--- config.mk ---
export PLATFORM = sky130hd
export DESIGN_NAME = trap_entry_sequencer
export DESIGN_NICKNAME = d
export VERILOG_FILES = /design/src/rtl/trap_pkg.sv /design/src/rtl/mstatus_trap_update.sv /design/src/rtl/trap_entry_sequencer.sv
export SDC_FILE = /design/constraint.sdc
export NUM_CORES = 1
export LEC_CHECK = 0
export ABC_CLOCK_PERIOD_IN_PS = 3100
export BUFFER_PORTS_ARGS = -buffer_cell sky130_fd_sc_hd__buf_2
export CAP_MARGIN = 20
export CELL_PAD_IN_SITES_DETAIL_PLACEMENT = 0
export CELL_PAD_IN_SITES_GLOBAL_PLACEMENT = 2
export CORE_ASPECT_RATIO = 1.2
export CORE_MARGIN = 2
export CORE_UTILIZATION = 21
export CTS_CLUSTER_SIZE = 25
export DETAILED_ROUTE_END_ITERATION = 8
export GPL_TIMING_DRIVEN = 0
export PLACE_DENSITY_LB_ADDON = 0.1
export SLEW_MARGIN = 5
export SYNTH_ARGS = -nofsm -noshare
export SYNTH_HDL_FRONTEND = slang
export SYNTH_SLANG_ARGS = --single-unit
--- constraint.sdc ---
create_clock -name clk -period 3.1 [get_ports clk]
set_input_delay 0 -clock clk [delete_from_list [all_inputs] [get_ports clk]]
set_output_delay 0 -clock clk [all_outputs]
set_load 0.05 [all_outputs]
--- src/rtl/trap_pkg.sv ---
// Shared trap-entry definitions: FSM states, CSR addresses, cause values,
// ID-stage trap codes and mstatus field positions.
package trap_pkg;

    localparam int unsigned XLEN   = 32;
    localparam int unsigned CSR_AW = 12;

    typedef enum logic [2:0] {
        ST_IDLE       = 3'd0,
        ST_WR_MEPC    = 3'd1,
        ST_WR_MCAUSE  = 3'd2,
        ST_WR_MTVAL   = 3'd3,
        ST_WR_MSTATUS = 3'd4,
        ST_REDIRECT   = 3'd5
    } trap_state_e;

    localparam logic [CSR_AW-1:0] CSR_MSTATUS = 12'h300;
    localparam logic [CSR_AW-1:0] CSR_MEPC    = 12'h341;
    localparam logic [CSR_AW-1:0] CSR_MCAUSE  = 12'h342;
    localparam logic [CSR_AW-1:0] CSR_MTVAL   = 12'h343;

    localparam logic [XLEN-1:0] CAUSE_ECALL_M = 32'd11;
    localparam logic [XLEN-1:0] CAUSE_ILLEGAL = 32'd2;

    localparam logic [1:0] TRAP_NONE  = 2'b00;
    localparam logic [1:0] TRAP_ECALL = 2'b01;
    localparam logic [1:0] TRAP_UNIMP = 2'b10;
    localparam logic [1:0] TRAP_MRET  = 2'b11;

    localparam int unsigned MSTATUS_MIE    = 3;
    localparam int unsigned MSTATUS_MPIE   = 7;
    localparam int unsigned MSTATUS_MPP_LO = 11;
    localparam int unsigned MSTATUS_MPP_HI = 12;

    // Only ecall and unimp start a trap entry; none and mret are ignored.
    function automatic logic trap_accept(input logic [1:0] code);
        return (code == TRAP_ECALL) || (code == TRAP_UNIMP);
    endfunction

endpackage

--- src/rtl/mstatus_trap_update.sv ---
// Combinational mstatus transform on machine trap entry:
// MPIE <- MIE, MIE <- 0, MPP <- M-mode, everything else unchanged.
module mstatus_trap_update
    import trap_pkg::*;
(
    input  logic [XLEN-1:0] mstatus_i,
    output logic [XLEN-1:0] mstatus_o
);

    // Apply the trap-entry field updates over a pass-through copy.
    always_comb begin
        mstatus_o                                = mstatus_i;
        mstatus_o[MSTATUS_MPIE]                  = mstatus_i[MSTATUS_MIE];
        mstatus_o[MSTATUS_MIE]                   = 1'b0;
        mstatus_o[MSTATUS_MPP_HI:MSTATUS_MPP_LO] = 2'b11;
    end

endmodule

--- src/rtl/trap_entry_sequencer.sv ---
// Machine-mode trap entry: writes mepc, mcause, (mtval), mstatus through the
// single CSR write port, then redirects fetch to mtvec with a one-cycle flush.
// Optional build macro: TRAP_MTVAL_EN adds the mtval write state.
module trap_entry_sequencer
    import trap_pkg::*;
(
    input  logic              clk,
    input  logic              rstn,
    input  logic [1:0]        trap,
    input  logic [XLEN-1:0]   trap_pc,
    input  logic [XLEN-1:0]   trap_inst,
    input  logic [XLEN-1:0]   csr_mtvec,
    input  logic [XLEN-1:0]   csr_mstatus,
    output logic              csr_we,
    output logic [CSR_AW-1:0] csr_waddr,
    output logic [XLEN-1:0]   csr_wdata,
    output logic              stall,
    output logic              flush,
    output logic              redirect_valid,
    output logic [XLEN-1:0]   redirect_pc,
    output logic              busy
);

    trap_state_e     state_q, state_d;
    logic [XLEN-1:0] pc_q, pc_d;
    logic [1:0]      code_q, code_d;
    logic [XLEN-1:0] mstatus_new;

`ifdef TRAP_MTVAL_EN
    logic [XLEN-1:0] inst_q, inst_d;
    logic            unused_inputs;
    assign unused_inputs = ^csr_mtvec[1:0];
`else
    logic            unused_inputs;
    assign unused_inputs = ^{trap_inst, csr_mtvec[1:0]};
`endif

    mstatus_trap_update u_mstatus_upd (
        .mstatus_i (csr_mstatus),
        .mstatus_o (mstatus_new)
    );

    // State and trap-latch registers.
    always_ff @(posedge clk or negedge rstn) begin
        if (!rstn) begin
            state_q <= ST_IDLE;
            pc_q    <= '0;
            code_q  <= TRAP_NONE;
`ifdef TRAP_MTVAL_EN
            inst_q  <= '0;
`endif
        end else begin
            state_q <= state_d;
            pc_q    <= pc_d;
            code_q  <= code_d;
`ifdef TRAP_MTVAL_EN
            inst_q  <= inst_d;
`endif
        end
    end

    // Next-state, latch capture and per-state CSR/pipeline control.
    always_comb begin
        state_d        = state_q;
        pc_d           = pc_q;
        code_d         = code_q;
`ifdef TRAP_MTVAL_EN
        inst_d         = inst_q;
`endif
        csr_we         = 1'b0;
        csr_waddr      = '0;
        csr_wdata      = '0;
        stall          = 1'b0;
        flush          = 1'b0;
        redirect_valid = 1'b0;
        redirect_pc    = '0;
        busy           = (state_q != ST_IDLE);

        case (state_q)
            ST_IDLE: begin
                if (trap_accept(trap)) begin
                    stall   = 1'b1;
                    pc_d    = trap_pc;
                    code_d  = trap;
`ifdef TRAP_MTVAL_EN
                    inst_d  = trap_inst;
`endif
                    state_d = ST_WR_MEPC;
                end
            end
            ST_WR_MEPC: begin
                csr_we    = 1'b1;
                csr_waddr = CSR_MEPC;
                csr_wdata = pc_q;
                stall     = 1'b1;
                state_d   = ST_WR_MCAUSE;
            end
            ST_WR_MCAUSE: begin
                csr_we    = 1'b1;
                csr_waddr = CSR_MCAUSE;
                csr_wdata = (code_q == TRAP_ECALL) ? CAUSE_ECALL_M : CAUSE_ILLEGAL;
                stall     = 1'b1;
`ifdef TRAP_MTVAL_EN
                state_d   = ST_WR_MTVAL;
`else
                state_d   = ST_WR_MSTATUS;
`endif
            end
`ifdef TRAP_MTVAL_EN
            ST_WR_MTVAL: begin
                csr_we    = 1'b1;
                csr_waddr = CSR_MTVAL;
                csr_wdata = (code_q == TRAP_UNIMP) ? inst_q : '0;
                stall     = 1'b1;
                state_d   = ST_WR_MSTATUS;
            end
`endif
            ST_WR_MSTATUS: begin
                csr_we    = 1'b1;
                csr_waddr = CSR_MSTATUS;
                csr_wdata = mstatus_new;
                stall     = 1'b1;
                state_d   = ST_REDIRECT;
            end
            ST_REDIRECT: begin
                flush          = 1'b1;
                redirect_valid = 1'b1;
                redirect_pc    = {csr_mtvec[XLEN-1:2], 2'b00};
                state_d        = ST_IDLE;
            end
            default: begin
                state_d = ST_IDLE;
            end
        endcase
    end

endmodule
**Word-level counts from Yosys, hierarchy flattened**

Index checks and enable logic that the tools add are counted.

- Eq/ne operators: 8
- Multiplexer cells: 10
- Reductions and logical operators: 5

Operator list:

| kind | number |
|---|---|
| $pmux 32 s3 | 1 |
| $mux 32 | 1 |
| $pmux 10 s3 | 1 |
| $pmux 3 s4 | 1 |
| $eq 3x3->1 const B | 2 |
| $eq 2x1->1 const B | 2 |
| $mux 4 | 1 |
| $eq 3x1->1 const B | 1 |
| $eq 3x2->1 const B | 1 |
| $logic_not 3->1 | 1 |
| $mux 1 | 3 |
| $mux 3 | 1 |
| $reduce_bool 3->1 | 1 |
| $reduce_or 3->1 | 1 |
| $eq 2x2->1 const B | 1 |
| $ne 2x2->1 const B | 1 |
| $pmux 1 s2 | 1 |
| $reduce_and 2->1 | 1 |
| $logic_or 1x1->1 | 1 |

- Register bits: 37
- Bits of input ports: 132
- Output and inout port bits: 81
- Logic and storage cells: 26

**Logic depth before layout (Yosys ltp)**

- Depth after elaboration: 4
- Depth in mapped cells: 5
- Mapped depth without buffers: 4

**By module**

Synthesis repeated with hierarchy kept, for this count alone.

- Cells, all modules: 220
- Area total of the unflattened synthesis: 2,513.7 sq um

Modules (own cells, without submodules):

| module | instances | cells each | area an instance (sq um) | sequential area each (sq um) |
|---|---|---|---|---|
| trap_entry_sequencer | 1 | 186 | 2,265.9 | 925.9 |
| mstatus_trap_update | 1 | 34 | 247.7 | 0.0 |

**Worst setup path after synthesis**

OpenSTA, ideal clock, no wires.

- Kind: flip-flop to output port
- Start: register state_q[2]
- End: output csr_wdata[3]
- Arrival time: 2,045 ps
- Required time: 3,100 ps
- Path slack: 1,055 ps
- Stages on the path, launching flop included: 5
- Buffers on the path: 1
- Cell sequence: dfrtp_1 -> buf_4 -> nor2b_1 -> nor2b_1 -> a22o_1

- Cells in the longest elaborated chain, start to end: 2
- Elaborated cells between the ends (all ways): 4
- Those cells by class: eq/ne (3); mux (1)

RTL lines:

| element | RTL line | source |
|---|---|---|
| start, declared | trap_entry_sequencer.sv:24 | `trap_state_e state_q, state_d;` |
| start signal, assigned | trap_entry_sequencer.sv:53 | `state_q <= state_d;` |
| $eq 3x3->1 (tied with other cells) | trap_entry_sequencer.sv:79 | `case (state_q)` |
| $pmux 32 s3 * | trap_entry_sequencer.sv:79 |  |
| end, declared | trap_entry_sequencer.sv:16 | `output logic [XLEN-1:0] csr_wdata,` |

Every way passes the cells marked *; elsewhere a longest branch is shown, timed or not.

**Worst setup path in the final report**

- Start: register state_q[1]
- End: output csr_waddr[8]

- Cells in the longest elaborated chain, start to end: 2
- Elaborated cells between the ends (all ways): 4
- Those cells by class: eq/ne (3); mux (1)

RTL lines:

| element | RTL line | source |
|---|---|---|
| $eq 3x3->1 (tied with other cells) | trap_entry_sequencer.sv:79 |  |
| $pmux 10 s3 * | trap_entry_sequencer.sv:79 |  |
| end, declared | trap_entry_sequencer.sv:15 | `output logic [CSR_AW-1:0] csr_waddr,` |

Marked as above.

==> impl_metrics.env <==
export IMPL_start_util_pct=21.5
export IMPL_setup_viol=0
export IMPL_regArea_um2=926
export IMPL_synth_seq_area_share_pct=41.1
export IMPL_power_leakage_nw=2.13
export IMPL_timing_critical_path_buf_inv=4
export IMPL_post_cts_setup_buffers=0
export IMPL_ys_top_cells_by_area="dfrtp_1 (41%), mux2_4 (20%), a22o_1 (11%), and2_1 (8.3%), buf_4 (5.0%)"
export IMPL_drc=0
export IMPL_synth_top_family_by_area="multiplexers"
export IMPL_hold_path_startpoint="trap[0]"
export IMPL_synthSimpleGateAreaFrac_pct=14.2
export IMPL_cts_max_path_buffers=2
export IMPL_portBuffers=166
export IMPL_crit_fanout=10
export IMPL_dieHeight_um=117
export IMPL_crit_required_ns=3.10
export IMPL_synth_seq_cells=37
export IMPL_synthAdderAreaFrac_pct=0
export IMPL_via_per_inst=4.09
export IMPL_fin_worst_skew_ns=0.00763
export IMPL_drive_gt1_share_pct=58.3
export IMPL_timing_critical_path_cells="buf_4, nor3b_4, buf_2, or2_2, buf_4, buf_2"
export IMPL_relSlewSlack_pct=40.7
export IMPL_avgSynthCellArea_um2=12.0
export IMPL_synth_compound_area_share_pct=14.4
export IMPL_num_vias=2177
export IMPL_path_clk_slew_ns=0.06
export IMPL_multi_input_area_mm2=0.00116
export IMPL_grt_use_total_pct=11.7
export IMPL_syn2layout_area_growth_pct=68.1
export IMPL_htree_num_levels=2
export IMPL_yosysTopAreaCell="dfrtp_1"
export IMPL_ys_warn_count=0
export IMPL_grt_max_degree=38
export IMPL_dr_pass1_iters=4
export IMPL_outcome="complete, no violations"
export IMPL_post_route_period_util_pct=67.9
export IMPL_synth_top_area_share_pct=41.1
export IMPL_io_pin_count=213
export IMPL_drt_iter0_drc=70
export IMPL_cp_slowest_stage_delay_ns=0.48
export IMPL_synthMuxAreaShare_pct=21.0
export IMPL_globalplace_congestion=0.657
export IMPL_antenna_found_initial=0
export IMPL_final_min_clock_period_ns=2.10
export IMPL_rows=41
export IMPL_chipWidth_um=98.5
export IMPL_cts_hold_buffers_added=34
export IMPL_max_freq_ghz=0.475
export IMPL_drt_total_wl_um=7020
export IMPL_synth_xor_area_share_pct=0.389
export IMPL_ant_nets=0
export IMPL_grt_pass1_vias=2205
export IMPL_cts_root_buf="clkbuf_16"
export IMPL_core_mm2=0.0105
export IMPL_grt_overflow_total=0
export IMPL_grt_first_pass_wirelength_um=10800
export IMPL_critical_path_class="register to primary output"
export IMPL_setup_worst_path_start="state_q[1]$_DFFE_PN0P_"
export IMPL_cp_end_kind="primary output"
export IMPL_wire_per_inst_um=13.2
export IMPL_synthDistinctLibCells=29
export IMPL_diodes=0
export IMPL_finalMaxSlewViolations=0
export IMPL_clk_latency_ns=0.28
export IMPL_die_area_mm2=0.0116
export IMPL_hold_path_class="input pin to register"
export IMPL_crit_path_start_kind="register"
export IMPL_tightest_slew_ns=0.890
export IMPL_cts_made_buffers=5
export IMPL_slowest_stage="nor3b_4"
export IMPL_drv_cap=0
export IMPL_nNetsFinal=534
export IMPL_fin_util_pct=36.2
export IMPL_cts_resized=0
export IMPL_setup_tns_ns=0
export IMPL_n_fill_cell=1085
export IMPL_cp_top_family="buffers and inverters"
export IMPL_final_hold_violation_count=0
export IMPL_syn_inst=187
export IMPL_cts_sinks=37
export IMPL_rsz0062_at_grt="false"
export IMPL_cts_tree="yes"
export IMPL_irDropWorstVdd_uv=478
export IMPL_worstReg2RegStart="state_q[1]$_DFFE_PN0P_"
export IMPL_power_density_mw_per_mm2=1150
export IMPL_critical_path_arrival_ns=2.10
export IMPL_place_hpwl_um=5460
export IMPL_syn_cell_area_mm2=0.00225
==> logic make-up after synthesis <==
group | Yosys count
AO/OA/AOI/OAI | 40
XOR/XNOR | 1
buffers and inverters | 28
flip-flops | 37
multiplexers | 32
other | 1
AND/OR/NAND/NOR | 48
==> synthesized netlist by cell type (all sizes together) <==
cell    count
a21o        2
inv         1
o21ba       1
a22oi       1
nor2        1
nand2       4
buf        23
nor2b       4
a22o       29
xor2        1
clkbuf      4
mux2       32
conb        1
or2         2
nor3        2
o21ai       4
nor3b       3
a21oi       2
dfrtp      37
or3b        1
o21bai      1
and2       30
and3b       1
==> stage by stage <==
step	cells	hold slack (ns)	setup WS [ns]	total power (W)	area, µm²
2_1_floorplan	195	-0.296	1.05	0.00317	2280
3_3_place_gp	490	0.189	1.26	0.00378	3270
4_1_cts	532	0.0485	0.943	0.00442	3780
5_1_grt	532	0.0849	0.872	0.00459	3780
3_5_place_dp	490	0.196	1.26	0.00377	3270
6_report	532	0.0502	0.997	0.00436	3780
==> flip-flops by register name, summed over array words and instances (netlist names) <==
name and cells:
code_q 2, pc_q 32, state_q 3
==> layer usage <==
metal | track usage (%) | vias up | wire length (µm)
li1 | - | 1065 | -
met1 | 13.5 | 982 | 2870
met2 | 21.6 | 128 | 3510
met3 | 2.86 | 2 | 603
met4 | 2.83 | 0 | 37
met5 | 0 | - | 0
==> cell type report <==
class | count | share of cell area (%)
Timing Repair Buffer | 200 | 30.9
Inverter | 1 | 0.0992
Multi-Input combinational cell | 130 | 30.6
Clock inverter | 3 | 1.22
Tap cell | 129 | 4.26
Buffer | 27 | 5.09
Clock buffer | 5 | 3.31
Sequential cell | 37 | 24.5
==> report_power, final <==
part,internal [W],switching [W],leakage (nW)
sequential,0.000731,0.000151,0.435
clock,0.000381,0.000206,0.0800
combinational,0.00104,0.00185,1.61
total,0.00215,0.00221,2.13
==> cells in the final DEF (no fill, tap or decap) <==
cell type      instances
a21o_1                 2
inv_1                  1
o21ba_2                1
a21oi_1                2
dlygate4sd3_1         34
nand2_2                1
a22o_1                29
and2_1                30
a22oi_1                1
buf_6                  4
nor2_1                 1
o21bai_1               1
nor2b_1                4
nor3b_4                1
conb_1                 9
buf_4                 15
clkinvlp_4             1
nand2_1                3
clkinv_4               1
o21ai_0                4
dfrtp_1               37
or2_2                  2
or3b_1                 1
mux2_2                 2
bufinv_16              1
nor3_4                 1
buf_2                170
nor3_1                 1
xor2_1                 1
clkbuf_16              5
clkbuf_1               4
mux2_4                30
and3b_1                1
nor3b_1                2
==> worst register-to-register path: stages, from the launching register on <==
cell and delay [ns]:
dfrtp_1 0.35, buf_4 0.17, nor3_4 0.23, nand2_2 0.17
buf_6 0.21, mux2_4 0.31
==> path summary, 6_finish.rpt <==
path / to / slack (ns) / cells past startpoint
worst max-delay path: csr_waddr[8] / 1.0 / 6
worst min-delay path: code_q[0]$_DFFE_PN0P_ / 0.05 / 3
worst max register to register: pc_q[7]$_DFFE_PN0P_ / 1.55 / 5
worst min register to register: pc_q[5]$_DFFE_PN0P_ / 0.51 / 1
max in group asynchronous: state_q[1]$_DFFE_PN0P_ / 2.14 / 2
min in group asynchronous: pc_q[18]$_DFFE_PN0P_ / 0.38 / 2
No activity file was read; power rests on OpenSTA's default activity.
